**src/rtl/lsu_pkg.sv**
```systemverilog
// Shared types and constants for the load/store control unit.
// Imported by the FSM top and the address generator.
package lsu_pkg;

    localparam int LSU_ADDR_W = 6;
    localparam int LSU_DATA_W = 64;
    localparam int LSU_OFF_W  = 16;
    localparam int LSU_RD_W   = 5;

    typedef enum logic [1:0] {
        LSU_IDLE,
        LSU_CALC,
        LSU_ACCESS,
        LSU_RESP
    } lsu_state_e;

    typedef struct packed {
        logic                  is_store;
        logic [LSU_DATA_W-1:0] base;
        logic [LSU_OFF_W-1:0]  offset;
        logic [LSU_DATA_W-1:0] store_data;
        logic [LSU_RD_W-1:0]   rd;
    } lsu_req_t;

endpackage

```
**src/rtl/lsu_addr_gen.sv**
```systemverilog
// Effective address generator: base + sign-extended offset.
// Flags any address that falls outside the word-addressed memory.
module lsu_addr_gen
    import lsu_pkg::*;
#(
    parameter int DATA_W = LSU_DATA_W,
    parameter int ADDR_W = LSU_ADDR_W,
    parameter int OFF_W  = LSU_OFF_W
) (
    input  logic [DATA_W-1:0] base,
    input  logic [OFF_W-1:0]  offset,
    output logic [ADDR_W-1:0] addr,
    output logic              out_of_range
);

    logic [DATA_W-1:0] off_sext;
    logic [DATA_W-1:0] eff;

    // Sign-extend, add modulo 2^DATA_W, and check the upper bits.
    always_comb begin
        off_sext     = {{(DATA_W-OFF_W){offset[OFF_W-1]}}, offset};
        eff          = base + off_sext;
        addr         = eff[ADDR_W-1:0];
        out_of_range = |eff[DATA_W-1:ADDR_W];
    end

endmodule

```
**src/rtl/lsu_ctrl.sv**
```systemverilog
// Load/store control FSM: accept, address calc, memory access, response.
// One request in flight; all outputs are registered.
module lsu_ctrl
    import lsu_pkg::*;
#(
    parameter int DATA_W = LSU_DATA_W,
    parameter int ADDR_W = LSU_ADDR_W,
    parameter int OFF_W  = LSU_OFF_W,
    parameter int CNT_W  = 16
) (
    input  logic              clk,
    input  logic              rst_n,
    input  logic              req_valid,
    output logic              req_ready,
    input  logic              req_is_store,
    input  logic [DATA_W-1:0] req_base,
    input  logic [OFF_W-1:0]  req_offset,
    input  logic [DATA_W-1:0] req_store_data,
    input  logic [4:0]        req_rd,
    output logic [ADDR_W-1:0] d_mem_addr,
    output logic              d_mem_we,
    output logic [DATA_W-1:0] d_mem_data_in,
    input  logic [DATA_W-1:0] d_mem_data_out,
    output logic              rsp_valid,
    output logic [DATA_W-1:0] rsp_data,
    output logic [4:0]        rsp_rd,
    output logic              rsp_is_store,
    output logic              rsp_err,
    output logic [CNT_W-1:0]  cnt_load,
    output logic [CNT_W-1:0]  cnt_store,
    output logic [CNT_W-1:0]  cnt_err
);

    lsu_state_e        state_q;
    lsu_req_t          req_q;
    logic [ADDR_W-1:0] eff_q;
    logic              ready_q;
    logic              we_q;
    logic              rsp_valid_q;
    logic [DATA_W-1:0] rsp_data_q;
    logic [4:0]        rsp_rd_q;
    logic              rsp_is_store_q;
    logic              rsp_err_q;
    logic [CNT_W-1:0]  cnt_load_q;
    logic [CNT_W-1:0]  cnt_store_q;
    logic [CNT_W-1:0]  cnt_err_q;

    logic [ADDR_W-1:0] ag_addr;
    logic              ag_oor;

    lsu_addr_gen #(
        .DATA_W (DATA_W),
        .ADDR_W (ADDR_W),
        .OFF_W  (OFF_W)
    ) u_addr_gen (
        .base         (req_q.base),
        .offset       (req_q.offset),
        .addr         (ag_addr),
        .out_of_range (ag_oor)
    );

    // Request FSM with registered memory-port, response and counter outputs.
    always_ff @(posedge clk) begin
        if (!rst_n) begin
            state_q        <= LSU_IDLE;
            req_q          <= '0;
            eff_q          <= '0;
            ready_q        <= 1'b1;
            we_q           <= 1'b0;
            rsp_valid_q    <= 1'b0;
            rsp_data_q     <= '0;
            rsp_rd_q       <= '0;
            rsp_is_store_q <= 1'b0;
            rsp_err_q      <= 1'b0;
            cnt_load_q     <= '0;
            cnt_store_q    <= '0;
            cnt_err_q      <= '0;
        end else begin
            unique case (state_q)
                LSU_IDLE: begin
                    if (req_valid) begin
                        req_q.is_store   <= req_is_store;
                        req_q.base       <= req_base;
                        req_q.offset     <= req_offset;
                        req_q.store_data <= req_store_data;
                        req_q.rd         <= req_rd;
                        ready_q          <= 1'b0;
                        state_q          <= LSU_CALC;
                    end
                end
                LSU_CALC: begin
                    eff_q          <= ag_addr;
                    rsp_rd_q       <= req_q.rd;
                    rsp_is_store_q <= req_q.is_store;
                    if (ag_oor) begin
                        rsp_valid_q <= 1'b1;
                        rsp_err_q   <= 1'b1;
                        rsp_data_q  <= '0;
                        state_q     <= LSU_RESP;
                    end else begin
                        we_q    <= req_q.is_store;
                        state_q <= LSU_ACCESS;
                    end
                end
                LSU_ACCESS: begin
                    we_q        <= 1'b0;
                    rsp_valid_q <= 1'b1;
                    rsp_err_q   <= 1'b0;
                    rsp_data_q  <= req_q.is_store ? '0 : d_mem_data_out;
                    state_q     <= LSU_RESP;
                end
                LSU_RESP: begin
                    if (rsp_err_q) begin
                        if (cnt_err_q != '1)
                            cnt_err_q <= cnt_err_q + 1'b1;
                    end else if (rsp_is_store_q) begin
                        if (cnt_store_q != '1)
                            cnt_store_q <= cnt_store_q + 1'b1;
                    end else begin
                        if (cnt_load_q != '1)
                            cnt_load_q <= cnt_load_q + 1'b1;
                    end
                    rsp_valid_q <= 1'b0;
                    ready_q     <= 1'b1;
                    state_q     <= LSU_IDLE;
                end
                default: begin
                    we_q        <= 1'b0;
                    rsp_valid_q <= 1'b0;
                    ready_q     <= 1'b1;
                    state_q     <= LSU_IDLE;
                end
            endcase
        end
    end

    assign req_ready     = ready_q;
    assign d_mem_addr    = eff_q;
    assign d_mem_we      = we_q;
    assign d_mem_data_in = req_q.store_data;
    assign rsp_valid     = rsp_valid_q;
    assign rsp_data      = rsp_data_q;
    assign rsp_rd        = rsp_rd_q;
    assign rsp_is_store  = rsp_is_store_q;
    assign rsp_err       = rsp_err_q;
    assign cnt_load      = cnt_load_q;
    assign cnt_store     = cnt_store_q;
    assign cnt_err       = cnt_err_q;

endmodule

```
**config.mk**
```make
export PLATFORM = sky130hd
export DESIGN_NAME = lsu_ctrl
export DESIGN_NICKNAME = d
export VERILOG_FILES = /design/src/rtl/lsu_pkg.sv /design/src/rtl/lsu_addr_gen.sv /design/src/rtl/lsu_ctrl.sv
export SDC_FILE = /design/constraint.sdc
export NUM_CORES = 1
export LEC_CHECK = 0
export ABC_AREA = 1
export BUFFER_PORTS_ARGS = -buffer_cell sky130_fd_sc_hd__buf_2
export CAP_MARGIN = 30
export CORE_ASPECT_RATIO = 1.25
export CORE_UTILIZATION = 25
export DETAILED_ROUTE_END_ITERATION = 10
export GPL_ROUTABILITY_DRIVEN = 0
export GPL_TIMING_DRIVEN = 1
export PLACE_DENSITY = 0.54
export SLEW_MARGIN = 20
export SYNTH_ARGS = -nofsm -noshare
export SYNTH_HDL_FRONTEND = slang
export SYNTH_SLANG_ARGS = --single-unit
```
**constraint.sdc**
```tcl
create_clock -name clk -period 5.15 [get_ports clk]
set_input_delay 0.7725 -clock clk [delete_from_list [all_inputs] [get_ports clk]]
set_output_delay 0.7725 -clock clk [all_outputs]
set_load 0.01 [all_outputs]
```
Word level (Yosys, flattened, before mapping)
Index checks and enable logic that the tools add are counted.
{"block": "word_totals", "output_inout_bits": 192, "in_bits": 217, "register_bits": 280}
{"block": "classes", "n_reduce_logical": 13, "mux": 13, "n_bitwise": 2, "addsub": 4, "n_eq_ne": 9}
{"cell": "$mux 64", "count": 2}
{"cell": "$pmux 64 s2", "count": 1}
{"cell": "$add 64x64->64", "count": 1}
{"cell": "$reduce_or 58->1", "count": 1}
{"cell": "$add 16x1->16 const B", "count": 3}
{"cell": "$ne 16x16->1 const B", "count": 3}
{"cell": "$reduce_and 2->1", "count": 5}
{"cell": "$pmux 2 s4", "count": 1}
{"cell": "$reduce_and 4->1", "count": 2}
{"cell": "$ne 2x2->1 const B", "count": 3}
{"cell": "$pmux 1 s2", "count": 3}
{"cell": "$eq 2x2->1 const B", "count": 2}
{"cell": "$mux 1", "count": 4}
{"cell": "$reduce_bool 2->1", "count": 2}
{"cell": "$pmux 1 s3", "count": 1}
{"cell": "$reduce_and 3->1", "count": 1}
{"cell": "$reduce_bool 3->1", "count": 1}
{"cell": "$eq 2x1->1 const B", "count": 1}
{"cell": "$logic_not 2->1", "count": 1}
{"cell": "$mux 2", "count": 1}
{"cell": "$not 1->1", "count": 2}

Longest topological paths before layout
Gate-level depths: netlist of the first run.
{"block": "depth", "depth_word": 4, "mapped_depth": 26}

Modules after synthesis
From an unflattened synthesis of the first run, not the netlist that was laid out.
{"block": "hier_totals", "cells_unflattened": 2935, "area_unflattened_um2": 18049.8}
{"mod": "lsu_ctrl", "area_each_um2": 11903.9, "cells_each": 1640, "instances": 1}
{"mod": "lsu_addr_gen", "area_each_um2": 6145.9, "cells_each": 1295, "instances": 1}

Least setup slack after synthesis of the first run
Ideal clock, no wire load.
{"block": "synth_timing", "path_type": "flip-flop to flip-flop", "start": "reg, netlist name req_q[84]", "end": "reg rsp_data_q[0] (netlist: rsp_data[0])", "stages_incl_launch_ff": 20, "setup_time_ps": 115, "arrival_ps": 3559, "slack_ps": 1476, "n_path_buf": 2, "required_ps": 5035, "period_less_slack_ps": 3674, "cell_sequence": "dfxtp_1 -> ha_1 -> nand2_1 -> inv_1 -> a21oi_1 -> o21bai_1 -> a21oi_1 -> nor2_1 -> nor2_1 -> nand2_1 -> nand2_1 -> nand2_1 -> nor2_1 -> nand3_1 -> nor2_4 -> nand3_2 -> buf_6 -> buf_6 -> a21oi_1 -> nor2_1"}
{"block": "synth_via", "elab_chain_len": 4}
{"item": "$add 64x64->64", "line": "lsu_addr_gen.sv:22", "text": "eff = base + off_sext;"}
{"item": "$reduce_or 58->1", "line": "lsu_addr_gen.sv:24", "text": "out_of_range = |eff[DATA_W-1:ADDR_W];"}
{"item": "$ne 2x2->1 (no line)"}
{"item": "$reduce_and 2->1 (no line)"}
{"item": "end signal, assigned", "line": "lsu_ctrl.sv:109", "text": "rsp_data_q <= req_q.is_store ? '0 : d_mem_data_out;"}
{"item": "end, declared", "line": "lsu_ctrl.sv:40", "text": "logic [DATA_W-1:0] rsp_data_q;"}
No other way between the ends.
A chain may end at the register's enable or synchronous reset.

Worst setup path in the final report of the first run
{"block": "layout_timing", "start": "reg, netlist name req_q[84]", "end": "reg rsp_data_q[5] (netlist: rsp_data[5])"}
{"block": "layout_via", "elab_chain_len": 4}
{"item": "$add 64x64->64", "line": "lsu_addr_gen.sv:22"}
{"item": "$reduce_or 58->1", "line": "lsu_addr_gen.sv:24"}
{"item": "$ne 2x2->1 (no line)"}
{"item": "$reduce_and 2->1 (no line)"}
No other way between the ends.

==> summary.txt, run 1 <==
Most Frequent Cell on Critical Path: nand2_1
Flop-to-flop setup slack: 1.25 ns
# IOs: 409
Clock Skews: 0.0278 ns
First-pass GRT wire length: 96800 um
Register area share after synthesis: 0.318
Worst IR Drop VDD: 0.000423 V
Drt total wl: 63100 um
CP max stage cell: buf_4
Worst path bufs/invs: 5
Worst-path cell chain: buf_4 -> buf_4 -> ha_1 -> nand2_1 -> inv_1 -> a21oi_1 -> nand2_1 -> inv_1 -> nand2_1 -> a21oi_1 -> nand2_1 -> nand2_1 -> nand2_1 -> nor2_1 -> nand2_1 -> nor2_1 -> nand2_1 -> nor2_4 -> nand3_4 -> buf_4 -> a21oi_1 -> nor2_1
CP Max Fanout: 65
Mapped Area: 0.0176 mm2
Row count: 108
Largest family of logic cells by synthesized area: simple AND/OR/NAND/NOR gates
First-pass iteration count of the detailed router: 5
Final ANT Viol Nets: 0
CTS tree: built
Post-synthesis cell count: 2944
Final Power: 9.86 mW
Clock Latency Late Sink: 0.56 ns
Drt wl/cell: 15.0 um
Clk sink count: 280
CP required: 5.59 ns
Clk root buf: clkbuf_16
Post-synth cell types: 43
Max-cap violation count: 0
Setup_tns: 0 ns
Tcrit/Tclk final: 0.758
Min Tclk post-route: 3.90 ns
Multiplexer share of the synthesized area: 0
Post-synthesis xor/xnor area fraction: 0.0144
Status: finished, final reports clean
Vias/cell: 4.34
Number of buffers on the longest clock path: 3
Static leakage: 11.0 nW
Gr usage total: 0.173
Synth Area per Inst: 5.98 um2
Crit path kind: register to register
Most used DFF post-synth: dfxtp_1
Setup crit end kind: register
Ratio of cells with drive above 1 in the final layout: 0.155
Setup-failing EPs final: 0
Die W: 239 um
Max Clock Freq: 256 MHz
Remaining DRCs: 0
Final HPWL from detailed placement: 49200 um
CP Data Arrival Time: 4.35 ns
Vias in the first global route: 17600
Gr ovfl total: 0
Synth Area in Compound Gates: 0.0972
CP delay by family, top: simple AND/OR/NAND/NOR gates
Initial antenna violation count: 5
Synth async-reset ratio: 0
Post-Synth Simple-Gate Area: 0.370
Clk slew on worst S/H paths: 0.06 ns
Synth warn: 0
Slowest cell delay on critical path: 0.38 ns
Area of the core: 0.0696 mm2
Hold Vio Cnt, Final: 0
Initial drt markers: 859
Die ar.: 0.0715 mm2
PostCTS Resize Cnt: 0
Max transition margin: 0.418
PwrDens: 465 mW/mm2
Via count: 18200
CTS H-tree lvls: 2
RSZ-0062 raised after global routing: no
Hold_ws: 0.462 ns
Number of synthesized flops with an enable pin: 0
Post-CTS Setup Inserts: 0
Hold_buf cts: 0
Area share of fa/ha/maj cells after synthesis: 0.0509
Port bufs: 408
Hold WC Path Type: register to register
Area post-placement: 0.0200 mm2
Area grow syn2layout: 20.3%
Synth Register Bits: 280
Fin nets: 3531
CP Launch Type: register
Max-slew violations: 0
Largest net degree at the start of global routing: 148
Worst Tran Pin Value: 0.873 ns
DIE HEIGHT: 299 um
Initial Util: 0.253
Syn Nets: 3232
Fin area: 0.0212 mm2
TritonCTS Buffers: 35
-- sequential cells by signal, summed over array words and instances, names as in the netlist --
name,count
d_mem_we,1
rsp_is_store,1
state_q,2
cnt_err,16
d_mem_addr,6
req_ready,1
rsp_rd,5
d_mem_data_in,64
req_q,86
cnt_store,16
rsp_valid,1
cnt_load,16
rsp_err,1
rsp_data,64
-- area by class of cell --
type	instances	area, um2
inverters	447	1680
diodes	1	2.50
clock inverters	14	150
repair buffers	423	2210
fillers	7992	48400
well taps	935	1170
flip-flops and latches	280	5610
multi-input cells	2056	9410
clock buffers	46	957
-- cells in the mapped netlist, types with 2 or more instances --
master,number,area (um2)
nand2_1,802,3010
nor2_1,572,2150
inv_1,429,1610
dfxtp_1,280,5610
o21ai_0,198,991
nand3_1,144,721
a21oi_1,124,621
buf_4,73,548
ha_1,70,876
clkbuf_1,64,240
nor3_1,33,165
nand4_1,21,131
xor2_1,18,158
nor4_1,13,81.3
buf_1,11,41.3
inv_2,11,41.3
xnor2_1,11,96.3
nor3b_1,8,60.1
clkinv_1,7,26.3
nand3b_1,7,52.6
buf_6,6,67.6
nor2_2,5,31.3
and2_1,4,25.0
o21bai_1,4,30.0
buf_2,3,15.0
o21a_1,3,22.5
o31ai_1,3,22.5
and2_0,2,12.5
dlygate4sd1_1,2,17.5
nand2_2,2,12.5
nor3_2,2,20.0
-- tightest hold or removal path, delay by kind of cell (launching register included) --
| family | cells | cell delay, ns |
|---|---|---|
| flops | 1 | 0.32 |
| buf+inv | 1 | 0.05 |
| compound gates | 1 | 0.05 |
-- where the power goes --
part	leakage [nW]	internal [mW]	switching [mW]
Combinational	8.17	1.59	2.86
Clock	0.545	1.34	1.08
Sequential	2.30	2.69	0.304
-- per-layer routing --
metal	vias to the layer above	share of wire	track usage	wire length [um]
li1	9603	-	-	-
met1	8080	0.40	0.193	25400
met2	443	0.50	0.318	31600
met3	96	0.066	0.0447	4140
met4	8	0.029	0.0537	1810
met5	-	0.00078	0	49
-- cell usage in the layout, fill, tap and decap left out, drive strengths merged, types with 3 or more instances in the layout --
cell,synthesis,routed
a21oi,124,124
and2,6,6
buf,94,423
clkbuf,65,46
clkinv,7,19
dfxtp,280,280
ha,70,70
inv,440,442
nand2,804,804
nand3,145,145
nand3b,7,7
nand4,21,21
nor2,578,578
nor3,35,35
nor3b,8,8
nor4,13,13
o21a,3,3
o21ai,198,198
o21bai,4,4
o31ai,3,3
or2,3,3
xnor2,11,11
xor2,18,18
-- final timing paths --
path                            startpoint                       end  depth (start not counted)
setup / recovery    req_q[84]$_SDFFE_PN0P_  rsp_data[5]$_SDFFE_PN0P_                         22
hold / removal    cnt_err[15]$_SDFFE_PN0P_  cnt_err[15]$_SDFFE_PN0P_                          2
setup reg to reg    req_q[84]$_SDFFE_PN0P_  rsp_data[5]$_SDFFE_PN0P_                         22
hold reg to reg   cnt_err[15]$_SDFFE_PN0P_  cnt_err[15]$_SDFFE_PN0P_                          2
-- metrics by stage --
| step | worst slack, ns | util | instances |
|---|---|---|---|
| 2_1_floorplan | 1.48 | - | 2944 |
| 3_3_place_gp | 1.16 | 0.288 | 4138 |
| 3_5_place_dp | 1.13 | 0.288 | 4139 |
| 4_1_cts | 1.10 | 0.304 | 4199 |
| 5_1_grt | 0.704 | 0.305 | 4201 |
| 6_report | 1.25 | 0.305 | 4202 |
-- logic make-up (layout without fill, tap and decap cells) --
group / Yosys count / after routing
and+or+nand+nor: 1621 / 1621
buffers and inverters: 608 / 930
AOI/OAI and AO/OA: 335 / 335
DFF: 280 / 280
adders and majority gates: 71 / 71
xor gates and xnor gates: 29 / 29
other: 0 / 1
No activity file was read; power rests on OpenSTA's default activity.
==> inputs of run 2 (changes only) <==
==> constraint.sdc (replaced) <==
create_clock -name clk -period 3.84 [get_ports clk]
set_input_delay 0.576 -clock clk [delete_from_list [all_inputs] [get_ports clk]]
set_output_delay 0.576 -clock clk [all_outputs]
set_load 0.01 [all_outputs]
==> summary.txt, run 2 (synthesis gave the netlist of run 1 again) <==
Layout fillers: 7946 (-0.58%)
Gr ovfl total: 0 (unchanged)
Worst Tran Pin Value: 0.798 ns (-0.0750 ns)
Initial drt markers: 883 (+2.8%)
Most common cell after layout, fill and taps aside: nand2_1
Vias in the first global route: 17600 (+0.27%)
Area post-placement: 0.0202 mm2 (+0.94%)
Initial antenna violation count: 4 (-1)
Final ANT Viol Nets: 0 (unchanged)
Hold Vio Cnt, Final: 0 (unchanged)
Max Clock Freq: 277 MHz (+8.1%)
CP Max Fanout: 40 (-38%)
Hold_buf cts: 0 (unchanged)
Most flop-heavy register: req_q
Via count: 18400 (+0.71%)
CP max stage cell: ha_1
Area of the core: 0.0696 mm2 (unchanged)
Static leakage: 11.2 nW (+1.8%)
PwrDens: 643 mW/mm2 (+38%)
Diode count: 0 (-1)
Row count: 108 (unchanged)
Clk sink count: 280 (unchanged)
Ratio of cells with drive above 1 in the final layout: 0.161 (+0.00641)
Min Tclk post-route: 3.61 ns (-0.294 ns)
Fin nets: 3544 (+0.37%)
Most Frequent Cell on Critical Path: nand2_1
Status: finished, final reports clean
Clk root buf: clkbuf_16
Clk slew on worst S/H paths: 0.06 ns (about the same)
Worst-path cell chain: buf_12 -> ha_1 -> nand2_1 -> nor2_1 -> inv_1 -> nor2_1 -> nand2_1 -> nor3_1 -> nand2_1 -> nand2_1 -> nand2_1 -> nand2_1 -> nand2_1 -> nor2_1 -> nand3_1 -> nor2_4 -> nand3_4 -> buf_12 -> a21oi_1 -> nor2_1
DIE HEIGHT: 299 um (unchanged)
Remaining DRCs: 0 (unchanged)
Drt total wl: 63200 um (+0.19%)
CTS tree: built
First-pass iteration count of the detailed router: 6 (+1)
TritonCTS Buffers: 37 (+5.7%)
Most frequent cells in the layout: 799 x nand2_1, 569 x nor2_1, 428 x inv_1
Max transition margin: 0.463 (+0.0444)
First-pass GRT wire length: 96300 um (-0.55%)
Max-slew violations: 0 (unchanged)
Vias/cell: 4.35 (+0.28%)
Core Util, Final: 0.311 (+0.00608)
Fin area: 0.0216 mm2 (+2.0%)
Gr usage total: 0.173 (-0.000738)
Crit path kind: register to register
Largest net degree at the start of global routing: 114 (-23%)
Slowest cell delay on critical path: 0.49 ns (+0.11 ns)
Port bufs: 408 (unchanged)
CTS H-tree lvls: 2 (unchanged)
CP Launch Type: register
CP Data Arrival Time: 4.06 ns (-0.29 ns)
Setup_tns: 0 ns (unchanged)
Setup-failing EPs final: 0 (unchanged)
Clock Latency Late Sink: 0.58 ns (+0.02 ns)
CP required: 4.29 ns (-1.30 ns)
# IOs: 409 (unchanged)
Setup crit end kind: register
Hold_ws: 0.253 ns (-0.209 ns)
Clock Skews: 0.0460 ns (+0.0182 ns)
Die W: 239 um (unchanged)
Drt wl/cell: 15.0 um (-0.24%)
RSZ-0062 raised after global routing: no
Worst IR Drop VDD: 0.000457 V (+8.0%)
Number of buffers on the longest clock path: 3 (unchanged)
Tcrit/Tclk final: 0.940 (+0.182)
Die ar.: 0.0715 mm2 (unchanged)
Max-cap violation count: 0 (unchanged)
Final HPWL from detailed placement: 49600 um (+0.96%)
Area grow syn2layout: 22.7%
Max reg flops: 86 (unchanged)
Initial Util: 0.253 (unchanged)
Hold WC Path Type: input pin to register
==> run 2: cell types whose count changed in the layout (fill, tap and decap cells not counted), moves of 3 or more <==
| cell | previous run | this run |
|---|---|---|
| buf_4 | 11 | 14 |
| bufinv_16 | 0 | 4 |
| clkinv_2 | 7 | 4 |
| clkbuf_16 | 35 | 38 |
| clkbuf_8 | 4 | 9 |
| buf_12 | 2 | 10 |
==> run 2: worst paths after layout <==
path | slack (ns) | from | end | depth (start not counted)
hold reg to reg | 0.46 | cnt_err[15]$_SDFFE_PN0P_ | cnt_err[15]$_SDFFE_PN0P_ | 2
setup reg to reg | 0.23 | req_q[84]$_SDFFE_PN0P_ | rsp_data[15]$_SDFFE_PN0P_ | 20
setup / recovery | 0.23 | req_q[84]$_SDFFE_PN0P_ | rsp_data[15]$_SDFFE_PN0P_ | 20
hold / removal | 0.25 | req_rd[3] | req_q[3]$_SDFFE_PN0P_ | 3
==> run 2: power by group <==
part | internal, mW | switching [mW] | leakage [nW] | total (mW)
sequential | 3.60 | 0.406 | 2.30 | 4.01
combinational | 2.22 | 3.91 | 8.26 | 6.13
clock | 2.29 | 1.47 | 0.650 | 3.76
==> run 2: layout make-up <==
cell class / instances / area (um2) / share of cell area
sequential: 280 / 5610 / 0.259
inverter: 447 / 1680 / 0.0777
timing repair buffer: 434 / 2400 / 0.111
multi-input combinational: 2056 / 9430 / 0.436
clock inverter: 14 / 234 / 0.0108
tap: 935 / 1170 / 0.0541
clock buffer: 54 / 1100 / 0.0509
==> run 2: timing repair <==
| item | CTS | global route |
|---|---|---|
| setup endpoints to repair | 0 | 57 |
| hold endpoints to repair | 0 | 0 |
| resized for setup | 0 | 5 |
| setup buffers | 0 | 2 |
==> run 2: worst max-delay path: cells and delay by family (launching register included) <==
kind                     cells  cell delay (ns)
buffers and inverters        3             0.48
flip-flops                   1             0.36
AO/OA/AOI/OAI                1             0.14
AND/OR/NAND/NOR             15             2.01
adder cells (fa/ha/maj)      1             0.49
==> run 2: metal layers <==
metal / vias to the layer above / share of wire / track usage
li1: 9611 / - / -
met1: 8142 / 0.39 / 0.190
met2: 480 / 0.50 / 0.313
met3: 119 / 0.068 / 0.0424
met4: 8 / 0.039 / 0.0690
met5: - / 0.00089 / 0
==> run 2: through the flow <==
stage	cells	power (mW)	setup slack (ns)
2_1_floorplan	2944	8.37	0.166
3_3_place_gp	4148	10.1	0.151
3_5_place_dp	4149	10.2	0.180
4_1_cts	4217	14.1	0.195
5_1_grt	4220	15.0	0.00487
6_report	4220	13.9	0.229
